File: src/rtl/avalon_mm_arbiter.sv
// N-to-1 Avalon-MM arbiter: round-robin command grant, lock across stalls, in-order read routing.
// Define AVALON_ARB_ERROR_EN to expose err_unexpected_rdv and err_pending_count.
module avalon_mm_arbiter #(
    parameter int NUM_HOSTS   = 2,
    parameter int ADDR_WIDTH  = 32,
    parameter int DATA_WIDTH  = 32,
    parameter int MAX_PENDING = 4,
    localparam int BE_WIDTH   = DATA_WIDTH / 8
) (
    input  logic                                  clk,
    input  logic                                  rst,
    input  logic [NUM_HOSTS-1:0][ADDR_WIDTH-1:0]  host_address,
    input  logic [NUM_HOSTS-1:0][BE_WIDTH-1:0]    host_byteenable,
    input  logic [NUM_HOSTS-1:0]                  host_read,
    input  logic [NUM_HOSTS-1:0]                  host_write,
    input  logic [NUM_HOSTS-1:0][DATA_WIDTH-1:0]  host_host_to_agent,
    output logic [NUM_HOSTS-1:0]                  host_waitrequest,
    output logic [DATA_WIDTH-1:0]                 host_agent_to_host,
    output logic [NUM_HOSTS-1:0]                  host_readdatavalid,
    output logic [ADDR_WIDTH-1:0]                 mgr_address,
    output logic [BE_WIDTH-1:0]                   mgr_byteenable,
    output logic                                  mgr_read,
    output logic                                  mgr_write,
    output logic [DATA_WIDTH-1:0]                 mgr_host_to_agent,
    input  logic                                  mgr_waitrequest,
    input  logic [DATA_WIDTH-1:0]                 mgr_agent_to_host,
    input  logic                                  mgr_readdatavalid
`ifdef AVALON_ARB_ERROR_EN
    ,
    output logic                                  err_unexpected_rdv,
    output logic [$clog2(MAX_PENDING):0]          err_pending_count
`endif
);

    localparam int HW = $clog2(NUM_HOSTS);
    localparam int PW = (MAX_PENDING > 1) ? $clog2(MAX_PENDING) : 1;
    localparam int CW = $clog2(MAX_PENDING) + 1;

    typedef enum logic {
        UNLOCKED,
        LOCKED
    } state_t;

    state_t          state, state_next;
    logic [HW-1:0]   rr_ptr;
    logic [HW-1:0]   locked_idx;
    logic [HW-1:0]   search_idx;
    logic [HW-1:0]   cand_idx;
    logic            search_found;
    logic [HW-1:0]   grant_idx;
    logic            grant_valid;
    logic            g_read;
    logic            g_write;
    logic [NUM_HOSTS-1:0] host_req;

    logic [HW-1:0]   fifo_mem [MAX_PENDING];
    logic [PW-1:0]   wr_ptr, rd_ptr;
    logic [CW-1:0]   pending_count;
    logic            fifo_full, fifo_empty;
    logic            accept, push, pop;

    function automatic logic [PW-1:0] ptr_inc(input logic [PW-1:0] p);
        return (p == PW'(MAX_PENDING - 1)) ? '0 : p + 1'b1;
    endfunction

    assign host_req = host_read | host_write;

    // Round-robin search starts one past the last accepted host and wraps.
    always_comb begin
        search_idx   = '0;
        search_found = 1'b0;
        cand_idx     = '0;
        for (int k = 1; k <= NUM_HOSTS; k++) begin
            cand_idx = HW'((int'(rr_ptr) + k) % NUM_HOSTS);
            if (!search_found && host_req[cand_idx]) begin
                search_found = 1'b1;
                search_idx   = cand_idx;
            end
        end
    end

    always_comb begin
        grant_idx   = (state == LOCKED) ? locked_idx : search_idx;
        grant_valid = (state == LOCKED) ? host_req[grant_idx] : search_found;
        g_write     = host_write[grant_idx];
        g_read      = host_read[grant_idx] & ~g_write;
    end

    assign fifo_full  = (pending_count == CW'(MAX_PENDING));
    assign fifo_empty = (pending_count == '0);

    // Reads are held off on a full FIFO even if a pop lands this cycle,
    // so readdatavalid never reaches waitrequest combinationally.
    assign mgr_read          = grant_valid & g_read & ~fifo_full;
    assign mgr_write         = grant_valid & g_write;
    assign mgr_address       = host_address[grant_idx];
    assign mgr_byteenable    = host_byteenable[grant_idx];
    assign mgr_host_to_agent = host_host_to_agent[grant_idx];

    assign accept = grant_valid & ~mgr_waitrequest & (g_write | ~fifo_full);
    assign push   = accept & g_read;
    assign pop    = mgr_readdatavalid & ~fifo_empty;

    assign host_agent_to_host = mgr_agent_to_host;

    always_comb begin
        host_waitrequest   = '1;
        host_readdatavalid = '0;
        for (int i = 0; i < NUM_HOSTS; i++) begin
            if (accept && grant_idx == HW'(i)) begin
                host_waitrequest[i] = 1'b0;
            end
            if (pop && fifo_mem[rd_ptr] == HW'(i)) begin
                host_readdatavalid[i] = 1'b1;
            end
        end
    end

    always_comb begin
        state_next = UNLOCKED;
        if (grant_valid && !accept) begin
            state_next = LOCKED;
        end
    end

    always_ff @(posedge clk or posedge rst) begin
        if (rst) begin
            state      <= UNLOCKED;
            rr_ptr     <= HW'(NUM_HOSTS - 1);
            locked_idx <= '0;
        end else begin
            state <= state_next;
            if (state_next == LOCKED) begin
                locked_idx <= grant_idx;
            end
            if (accept) begin
                rr_ptr <= grant_idx;
            end
        end
    end

    // Pending-read FIFO of host indices; storage needs no reset.
    always_ff @(posedge clk) begin
        if (push) begin
            fifo_mem[wr_ptr] <= grant_idx;
        end
    end

    always_ff @(posedge clk or posedge rst) begin
        if (rst) begin
            wr_ptr        <= '0;
            rd_ptr        <= '0;
            pending_count <= '0;
        end else begin
            if (push) begin
                wr_ptr <= ptr_inc(wr_ptr);
            end
            if (pop) begin
                rd_ptr <= ptr_inc(rd_ptr);
            end
            case ({push, pop})
                2'b10:   pending_count <= pending_count + 1'b1;
                2'b01:   pending_count <= pending_count - 1'b1;
                default: pending_count <= pending_count;
            endcase
        end
    end

`ifdef AVALON_ARB_ERROR_EN
    always_ff @(posedge clk or posedge rst) begin
        if (rst) begin
            err_unexpected_rdv <= 1'b0;
        end else if (mgr_readdatavalid && fifo_empty) begin
            err_unexpected_rdv <= 1'b1;
        end
    end

    assign err_pending_count = pending_count;
`endif

endmodule

File: config.mk
export PLATFORM = sky130hd
export DESIGN_NAME = avalon_mm_arbiter
export DESIGN_NICKNAME = d
export VERILOG_FILES = /design/src/rtl/avalon_mm_arbiter.sv
export SDC_FILE = /design/constraint.sdc
export NUM_CORES = 1
export LEC_CHECK = 0
export CAP_MARGIN = 0
export CORE_AREA = 8 8 103 105
export CTS_CLUSTER_SIZE = 28
export DETAILED_ROUTE_END_ITERATION = 6
export DIE_AREA = 0 0 111 113
export PLACE_DENSITY = 0.74
export SLEW_MARGIN = 5
export SYNTH_ARGS = -nofsm -noshare
export SYNTH_HDL_FRONTEND = slang
export SYNTH_SLANG_ARGS = --single-unit
File: constraint.sdc
create_clock -name clk -period 3.01 [get_ports clk]
set_clock_uncertainty 0.2 [all_clocks]
set_input_delay 0.602 -clock clk [delete_from_list [all_inputs] [get_ports clk]]
set_output_delay 0.602 -clock clk [all_outputs]
set_load 0.02 [all_outputs]
==> flow_summary.toml <==
[placement]
dp_cells = 483
gp_congestion = 0.800
pre_cts_slack_ns = -0.471
dpl.hpwl_mm = 8.73
io_buffers = 217

[pwr]
p_seq_share_pct = 11.0
p_int_mw = 1.93
pwr-share-comb_pct = 84.2
power_mw = 3.27
swShare_pct = 40.9
ir_worst_vdd_mv = 0.263
switchingPower_mw = 1.34
cellPowerDensity_nw_per_um2 = 732
pwr-share-clk_pct = 4.8
leakage_nw = 1.96

[logic_synthesis]
synth.distinct_cells = 33
synthesis.nets = 362
synth_area_sq_um = 1870
ys_ff_latch = 14
synth.avg_cell_area_sq_um = 10.4
netlist_instances = 179
yosysSeqAreaShare_pct = 19.9
synth_warnings = 0

[route]
routed_wl_mm = 10.8
drt-initial-drc-count = 44
dr.pass1.iters = 4
dr_total_vias = 2145
vias_per_cell = 4.30
drc = 0
antenna_left = 0
routedWlPerCell_um = 21.6

[global_routing]
overflow = 0
grt_pass1_vias = 2387
grt_max_degree = 19
antenna_found_initial = 0
track_usage_pct = 15.0
grt_pass1_wl_mm = 14.6

[cells_and_area]
drive_gt1_share_pct = 47.4
synthToLayoutAreaGrowth_pct = 139
fillerInstances = 809
finalNonFillerCells = 499
finalNetCount = 572
area.sequential_sq_um = 372
diodes = 0
multi_input_area_sq_um = 1330

[clocking]
htreeDepth = 1
insertion_delay_ns = 0.24
root_buffer = "clkbuf_8"
clk_pin_slew_ns = 0.06
cts.sinks = 14
cts_tree = "yes"
ctsLongestPathBuffers = 2
cts_made_buffers = 3
holdBufCountCts = 0

[floorplan]
die_area_sq_um = 12500
design.core.area_sq_um = 8980
rows = 35
die_h_um = 113
fp.dieW_um = 111
start_util_pct = 20.8
io_pins = 282

[sta]
rsz0062_at_grt = "no"
hold_violations = 0
max_freq_mhz = 352
worst_slew_pin_slew_ns = 0.710
finalCritPeriodShare_pct = 94.3
relSlewSlack_pct = 52.3
timing.final.ws_setup_ns = 0.172
holdWs_ns = 0.297
slew_violations = 0
setup_violations = 0
finalCriticalPeriod_ns = 2.84

[worst_setup_path]
cp-start-kind = "input port"
crit_arrival_ns = 2.04
cp_max_fo = 4
worst_ep_required_time_ns = 2.21
end_kind = "primary output"
r2r_cells = 12
crit_type = "input port to primary output"

[hold_path]
min_path_cells = 1
hp-class = "flop to flop"

[run_status]
status = "complete, no violations"

[job]
maxCapViolCount = 0
## placed cells by master, fill, tap and decap left out, drive strengths merged, types with 2 or more instances in the layout
cell type and n:
clkdlybuf4s50 141, ha 6, clkdlybuf4s15 4, o31ai 2, dfrtp 9, xor2 2, nor2 5, inv 9
nand2 6, edfxtp 4, clkbuf 8, and2 4, nor3 2, dlygate4sd2 5, buf 88, mux2 73
nand2b 2
## registers in the layout, indices dropped and copies added (netlist names)
| register | count |
|---|---|
| state | 1 |
| fifo_mem | 4 |
| pending_count | 3 |
| rd_ptr | 2 |
| rr_ptr | 1 |
| wr_ptr | 2 |
| locked_idx | 1 |
## path summary, 6_finish.rpt
kind,start,endpoint,slack (ns)
max reg2reg,state,pending_count[2],0.40
max,host_read[0],mgr_address[15],0.17
min in group asynchronous,rst,wr_ptr[0],0.44
min reg2reg,pending_count[0],pending_count[0],0.30
max in group asynchronous,rst,rr_ptr,1.84
min,pending_count[0],pending_count[0],0.30
## repair_timing
item	4_1_cts	5_1_grt
resized for setup	338	79
pin swaps	4	3
setup buffers	3	0
endpoints found under the setup margin	72	69
cloned	3	6
## worst max-delay path: stages
cell,delay [ns]
dlygate4sd2_1,0.26
o21ai_2,0.20
nand2_2,0.09
nand2_4,0.12
buf_8,0.15
clkbuf_16,0.15
mux2_2,0.33
buf_6,0.13
## metal layers
layer / GRT usage, % / vias to the layer above / wire, um
li1: - / 1021 / -
met1: 15.1 / 992 / 3860
met2: 28.3 / 120 / 5730
met3: 6.03 / 12 / 1080
met4: 3.06 / 0 / 93
met5: 0 / - / 0
## logic make-up after synthesis
family | Yosys count | share of synthesized area [%]
xor gates and xnor gates | 3 | 1.41
AOI/OAI and AO/OA | 8 | 4.02
muxes | 75 | 45.7
DFF | 14 | 19.9
buffers and inverters | 48 | 16.5
and+or+nand+nor | 24 | 7.36
adders and majority gates | 7 | 5.09
## through the flow
step | utilization [%] | cell area, sq um | setup TNS (ns)
after floorplan | - | 1870 | 0
after global placement | 45.1 | 4050 | -28.44
after detailed placement | 45.1 | 4050 | -28.57
after CTS | 45.3 | 4070 | -0.750
after global routing | 49.7 | 4470 | 0
final | 49.7 | 4470 | 0
## power by group through the flow
stage	Clock [mW]	Combinational (mW)	Sequential, mW
after detailed placement	0	2.26	0.357
after floorplan	0	1.29	0.339
after global routing	0.173	2.91	0.374
after global placement	0	2.23	0.353
final	0.157	2.75	0.359
after CTS	0.162	2.36	0.355
## cells in the mapped netlist (all sizes together)
| cell type | instances | area, sq um |
|---|---|---|
| ha | 6 | 75.1 |
| dfstp | 1 | 26.3 |
| nor2 | 5 | 18.8 |
| a21o | 1 | 7.51 |
| xor2 | 2 | 17.5 |
| fa | 1 | 20.0 |
| nor4 | 1 | 21.3 |
| inv | 9 | 33.8 |
| dfrtp | 9 | 225 |
| nand3 | 1 | 5.00 |
| nand2 | 6 | 25.0 |
| o311ai | 1 | 16.3 |
| and3 | 1 | 6.26 |
| nor3b | 1 | 7.51 |
| and2 | 4 | 25.0 |
| o31ai | 2 | 20.0 |
| edfxtp | 4 | 120 |
| mux2 | 73 | 822 |
| nor3 | 2 | 10.0 |
| a21oi | 1 | 5.00 |
| o2bb2ai | 1 | 8.76 |
| nand2b | 2 | 12.5 |
| buf | 39 | 275 |
| nor2b | 1 | 6.26 |
| mux2i | 1 | 10.0 |
| xnor2 | 1 | 8.76 |
| o211ai | 1 | 12.5 |
| mux4 | 1 | 22.5 |
| o21ai | 1 | 5.00 |
## final cells by class
class	count	share of cell area [%]
multi-input combinational	117	29.7
clock buffer	3	0.925
inverter	9	0.757
timing repair buffer	244	57.1
clock inverter	1	0.0841
tap	111	3.11
sequential	14	8.32
Note: power is estimated with default switching activity, not from simulation.
